<file path="config.mk">
export PLATFORM = sky130hd
export DESIGN_NAME = seq_div
export DESIGN_NICKNAME = d
export VERILOG_FILES = /design/src/rtl/seq_div.sv
export SDC_FILE = /design/constraint.sdc
export NUM_CORES = 1
export LEC_CHECK = 0
export ABC_AREA = 0
export BUFFER_PORTS_ARGS = -buffer_cell sky130_fd_sc_hd__buf_2
export CAP_MARGIN = 10
export CORE_MARGIN = 5
export CORE_UTILIZATION = 50
export DETAILED_ROUTE_END_ITERATION = 8
export PLACE_DENSITY = 0.82
export SYNTH_ARGS = -nofsm -noshare
export SYNTH_HDL_FRONTEND = slang
export SYNTH_SLANG_ARGS = --single-unit
</file>
<file path="constraint.sdc">
create_clock -name clk -period 4.62 [get_ports clk]
set_clock_uncertainty 0.2 [all_clocks]
set_input_delay 0.462 -clock clk [delete_from_list [all_inputs] [get_ports clk]]
set_output_delay 0.462 -clock clk [all_outputs]
set_load 0.02 [all_outputs]
</file>
<file path="src/rtl/seq_div.sv">
// Iterative unsigned restoring divider: one trial subtraction per CALC cycle,
// WIDTH iterations per operation, results held until the next completed op.
module seq_div #(
  parameter int WIDTH = 4
) (
  input  logic             clk,
  input  logic             rst_n,
  input  logic             start,
  input  logic [WIDTH-1:0] dividend,
  input  logic [WIDTH-1:0] divisor,
  output logic             busy,
  output logic             done,
  output logic [WIDTH-1:0] quotient,
  output logic [WIDTH-1:0] remainder,
  output logic             div_by_zero,
  output logic [1:0]       fsm_state
);

  localparam int CW = (WIDTH <= 2) ? 1 : $clog2(WIDTH);

  typedef enum logic [1:0] {
    IDLE = 2'd0,
    CALC = 2'd1,
    DONE = 2'd2
  } state_t;

  state_t           state, state_next;
  logic [WIDTH-1:0] d_reg;
  logic [WIDTH-1:0] q_work;
  logic [WIDTH-1:0] r_work;
  logic [CW-1:0]    count;

  logic             accept;
  logic             last_iter;
  logic [WIDTH-1:0] shifted;
  logic [WIDTH:0]   trial;
  logic             borrow;
  logic [WIDTH-1:0] q_next;
  logic [WIDTH-1:0] r_next;

  // start is only honoured outside CALC, so a busy divider never resamples.
  assign accept    = start && (state != CALC);
  assign last_iter = (count == CW'(WIDTH - 1));

  assign shifted = {r_work[WIDTH-2:0], q_work[WIDTH-1]};
  assign trial   = {1'b0, shifted} - {1'b0, d_reg};
  assign borrow  = trial[WIDTH];
  assign r_next  = borrow ? shifted : trial[WIDTH-1:0];
  assign q_next  = {q_work[WIDTH-2:0], ~borrow};

  always_ff @(posedge clk) begin
    if (!rst_n) begin
      state <= IDLE;
    end else begin
      state <= state_next;
    end
  end

  always_comb begin
    state_next = state;
    case (state)
      IDLE, DONE: begin
        if (start) begin
          state_next = (divisor == '0) ? DONE : CALC;
        end else begin
          state_next = IDLE;
        end
      end
      CALC: begin
        state_next = last_iter ? DONE : CALC;
      end
      default: state_next = IDLE;
    endcase
  end

  always_comb begin
    busy      = (state == CALC);
    done      = (state == DONE);
    fsm_state = state;
  end

  always_ff @(posedge clk) begin
    if (!rst_n) begin
      d_reg       <= '0;
      q_work      <= '0;
      r_work      <= '0;
      count       <= '0;
      quotient    <= '0;
      remainder   <= '0;
      div_by_zero <= 1'b0;
    end else if (accept) begin
      d_reg       <= divisor;
      q_work      <= dividend;
      r_work      <= '0;
      count       <= '0;
      div_by_zero <= (divisor == '0);
      // Divide by zero skips CALC and publishes its fixed result immediately.
      if (divisor == '0) begin
        quotient  <= '1;
        remainder <= dividend;
      end
    end else if (state == CALC) begin
      q_work <= q_next;
      r_work <= r_next;
      count  <= count + 1'b1;
      if (last_iter) begin
        quotient  <= q_next;
        remainder <= r_next;
      end
    end
  end

endmodule

</file>
# Word-level counts from Yosys, hierarchy flattened
# Cells that the tools add are included.
dict set report word_totals {
  register_bits 24
  word_cells 40
  out_inout_bits 13
  inputBits 11
}
dict set report classes {
  addsub 2
  n_reduce_logical 8
  n_mux 15
  n_bitwise 2
  eq_ne 5
}
# operator n
set op_table {}
lappend op_table {{two-way mux 4 bit} 11}
lappend op_table {{two-way mux 2 bit} 3}
lappend op_table {{subtractor 4 x 4 -> 5 bit} 1}
lappend op_table {{equality test 2 bit, second input constant} 2}
lappend op_table {{logical NOT 4 bit} 1}
lappend op_table {{!= test 2 x 1 -> 1 bit, second input constant} 2}
lappend op_table {{one-hot mux 2 bit (2 select lines)} 1}
lappend op_table {{nonzero test 2 bit} 2}
lappend op_table {{OR reduction 2 bit} 2}
lappend op_table {{AND reduction 3 bit} 1}
lappend op_table {{adder 2 x 1 -> 2 bit, second input constant} 1}
lappend op_table {{equality test 2 x 1 -> 1 bit, second input constant} 1}
lappend op_table {{logical NOT 2 bit} 1}
lappend op_table {{NOT 1 bit} 2}
lappend op_table {{logical AND 1 bit} 1}

# Longest topological paths before layout
dict set report depth {
  depth_word 5
  depth_mapped 9
  mapped_depth_nobuf 9
}

# Worst setup path after synthesis
# Ideal clock, no wire load.
dict set report synth_path {
  path_type {register -> register}
  from {register q_work[3]}
  to {register remainder[0]}
  arrival_time_ns 1.956
  required_time_ns 4.361
  path_slack_ns 2.406
  stages_incl_launch_ff 10
  path_buffers 0
  setup_time_ns 0.059
  synth_period_minus_slack_ns 2.214
  path_cell_list {dfxtp_1 inv_1 ha_1 inv_1 fa_1 a21o_1 a21oi_4 mux2_4 o211ai_2 o211a_1}
}
dict set report synth_via {
  elab_chain_cells 5
}
# element line_no
set synth_lines {}
lappend synth_lines {{start: declaration} 29} ;# logic [WIDTH-1:0] q_work;
lappend synth_lines {{start signal: assignment} 93} ;# q_work <= dividend;
lappend synth_lines {{start signal: assignment} 103} ;# q_work <= q_next;
lappend synth_lines {{subtractor 4 x 4 -> 5 bit} 46} ;# assign trial = {1'b0, shifted} - {1'b0, d_reg};
lappend synth_lines {{two-way mux 4 bit *} 48} ;# assign r_next = borrow ? shifted : trial[WIDTH-1:0];
lappend synth_lines {{two-way mux 4 bit *} 106} ;# if (last_iter) begin
lappend synth_lines {{two-way mux 4 bit *} 102} ;# end else if (state == CALC) begin
lappend synth_lines {{two-way mux 4 bit *} 91} ;# end else if (accept) begin
lappend synth_lines {{end signal: assignment} 100} ;# remainder <= dividend;
lappend synth_lines {{end signal: assignment} 108} ;# remainder <= r_next;
lappend synth_lines {{end: declaration} 14} ;# output logic [WIDTH-1:0] remainder,
# Mark *: on every way between the ends. The rest lies on a longest branch, timed or not. The select of a mux whose other input is x is not followed.
# A chain may end at the register's enable or synchronous reset.

# Final worst setup path
# Same ends and word-level chain as after synthesis.

==> impl_metrics.ini <==
[synth]
synth_fa_ha_area_frac = 0.0665
ys_ff_latch = 24
netlist-cell-type-count = 48
synth-compound-area-share = 0.232
syn-cell-area_um2 = 1240
synth_top_family_by_area = compound AO/OA/AOI/OAI gates
synthMuxAreaShare = 0.0534
syn_nets = 149
ys_seq_area_frac = 0.387
syn_avg_cell_area_um2 = 9.41
syn_inst = 132
synthSimpleGateAreaFrac = 0.185
yosys_warnings = 0
synth_xor_area_frac = 0.0211

[final_layout]
area_growth_pct = 12.3
final_nets = 171
fin_area_um2 = 1400
layout-drive-gt1-share = 0.255
n_antenna_cell = 0

[min_path]
hold_depth = 3
min_path_type = in2reg

[detailed_routing]
drc = 0
vias_per_cell = 5.65
via_count = 1034
drtIter0Drc = 21
drt-pass1-iter-count = 4
wirelength_um = 2850
ant_nets = 0
drt-wirelength-per-cell_um = 15.6

[cts]
ctsResizeCount = 0
clock_sinks = 24
postCtsSetupBuffers = 0
clkSlewWorstSetupHoldPaths_ns = 0.14
clkLatencyLatePin_ns = 0.32
cts_buffers = 3
cts-root-buf = clkbuf_4
hold_buffers = 0
cts_tree = yes
cts_max_level = 1
max-clock-path-buffers = 2

[sta]
drv_slew = 0
worst_slew_margin_rel = 0.523
tightest_slew_ns = 0.715
fin_tns_setup_ns = 0
fmax_mhz = 413
final.period_utilization = 0.524
setup_viol_count_final = 0
timing.final.crit_period_ns = 2.42
rsz0062_at_grt = no
hold_viol_final = 0

[global_routing]
grt_use_met1 = 0.214
busiest_layer = met2
grt_antenna_before_repair = 0
grt_max_degree = 23
met3_usage = 0.0389
grt_overflow = 0
met2_usage = 0.298
grt_usage = 0.173
grt_pass1_wl_um = 4670
grt_pass1_vias = 1011

[outcome]
outcome = complete, no violations

[placement]
routabilityCongestion = 0.815
port_buffers = 23
placed_area_um2 = 1360
dp_hpwl_um = 2050

[floorplanning]
io_pins = 24
num_rows = 18
coreArea_um2 = 2430
die_w_um = 59.9
die_area_um2 = 3580
start_util = 0.511
die-height_um = 59.9

[worst_setup_path]
critical_path_class = reg2reg
crit_path_end_kind = flop
rr_worst_depth = 9
cp_max_fo = 6
worstSetupStartpointType = flop
required_ns = 4.70
arrival_ns = 2.50

[power_and_ir_drop]
ir_worst_vdd_v = 0.000177
p_leak_nw = 0.626
p_per_area_nw_per_um2 = 312

[flow_run]
maxCapViolations = 0
final timing paths:
path                       end  slack, ns         from
hold / removal        d_reg[1]       0.19   divisor[1]
setup / recovery  remainder[0]       2.20    q_work[3]
setup reg to reg  remainder[0]       2.20    q_work[3]
hold reg to reg    div_by_zero       0.26  div_by_zero
synthesized netlist by cell type (all sizes together):
cell,n,area (µm²)
a21boi,6,45.1
a21o,1,7.51
a21oi,3,30.0
a221oi,1,8.76
a31o,1,8.76
a31oi,1,6.26
and2,1,6.26
and3,1,6.26
buf,4,28.8
clkbuf,2,7.51
dfxtp,24,480
fa,1,20.0
ha,5,62.6
inv,8,32.5
mux2,2,26.3
mux2i,4,40.0
nand2,26,103
nand2b,1,6.26
nand3,2,15.0
nand3b,1,7.51
nor2,6,30.0
nor2b,4,25.0
nor3,1,10.0
nor4,1,21.3
o211a,4,40.0
o211ai,4,35.0
o21a,2,15.0
o21ai,4,20.0
o221a,3,33.8
o221ai,1,8.76
o22ai,2,12.5
o31ai,1,7.51
o32ai,1,8.76
xnor2,1,8.76
xor2,2,17.5
power by group:
part	total, W	leakage, nW	switching [W]	internal, W
combinational	0.0000971	0.409	0.0000570	0.0000401
clock	0.000113	0.0210	0.0000645	0.0000482
sequential	0.000225	0.196	0.00000759	0.000217
total	0.000435	0.626	0.000129	0.000306
placed cells by master, fill, tap and decap left out, types with 2 or more instances in the layout:
master    synthesis  final
clkbuf_4          0      3
nand2_1          24     24
ha_1              5      5
o221a_1           3      3
inv_1             6      6
o21ai_1           3      3
nor2_1            5      5
buf_2             2     23
xor2_1            2      2
o21a_1            2      2
nor2b_1           4      4
mux2i_1           4      4
nand2_2           2      2
dfxtp_1          24     24
a21boi_1          5      5
o211a_1           4      4
o22ai_1           2      2
o211ai_1          3      3
metal layers:
layer	vias to the layer above	part of all wire
met5	-	0
met4	0	0.011
met3	5	0.057
met2	23	0.46
met1	499	0.47
li1	507	-
worst max-delay path, cell delays in order, from the launching register on:
cell      delay (ns)
dfxtp_1         0.33
inv_1           0.08
ha_1            0.17
inv_1           0.06
fa_1            0.43
a21o_1          0.21
a21oi_4         0.27
mux2_4          0.34
o211ai_2        0.14
o211a_1         0.15
logic make-up (layout without fill, tap and decap cells):
| kind of cell | Yosys count | count (layout) |
|---|---|---|
| XOR/XNOR | 3 | 3 |
| multiplexers | 6 | 6 |
| buffers and inverters | 14 | 35 |
| AO/OA/AOI/OAI | 35 | 35 |
| AND/OR/NAND/NOR | 44 | 44 |
| adder cells (fa/ha/maj) | 6 | 6 |
| flip-flops | 24 | 24 |
metrics by stage:
stage,utilization,hold WS [ns],std cells,worst slack [ns],power [W]
6_report,0.574,0.192,183,2.20,0.000435
5_1_grt,0.574,0.184,183,2.09,0.000457
4_1_cts,0.574,0.193,183,2.21,0.000436
3_5_place_dp,0.559,0.245,179,2.24,0.000325
3_3_place_gp,0.559,0.238,179,2.33,0.000322
2_1_floorplan,-,0.235,132,2.41,0.000302
layout make-up:
cell class | count | area (µm²)
fillers | 225 | 1040
multi-input cells | 94 | 693
flip-flops and latches | 24 | 480
repair buffers | 23 | 115
well taps | 30 | 37.5
clock buffers | 4 | 36.3
inverters | 8 | 32.5
(Power assumes the default switching activity.)
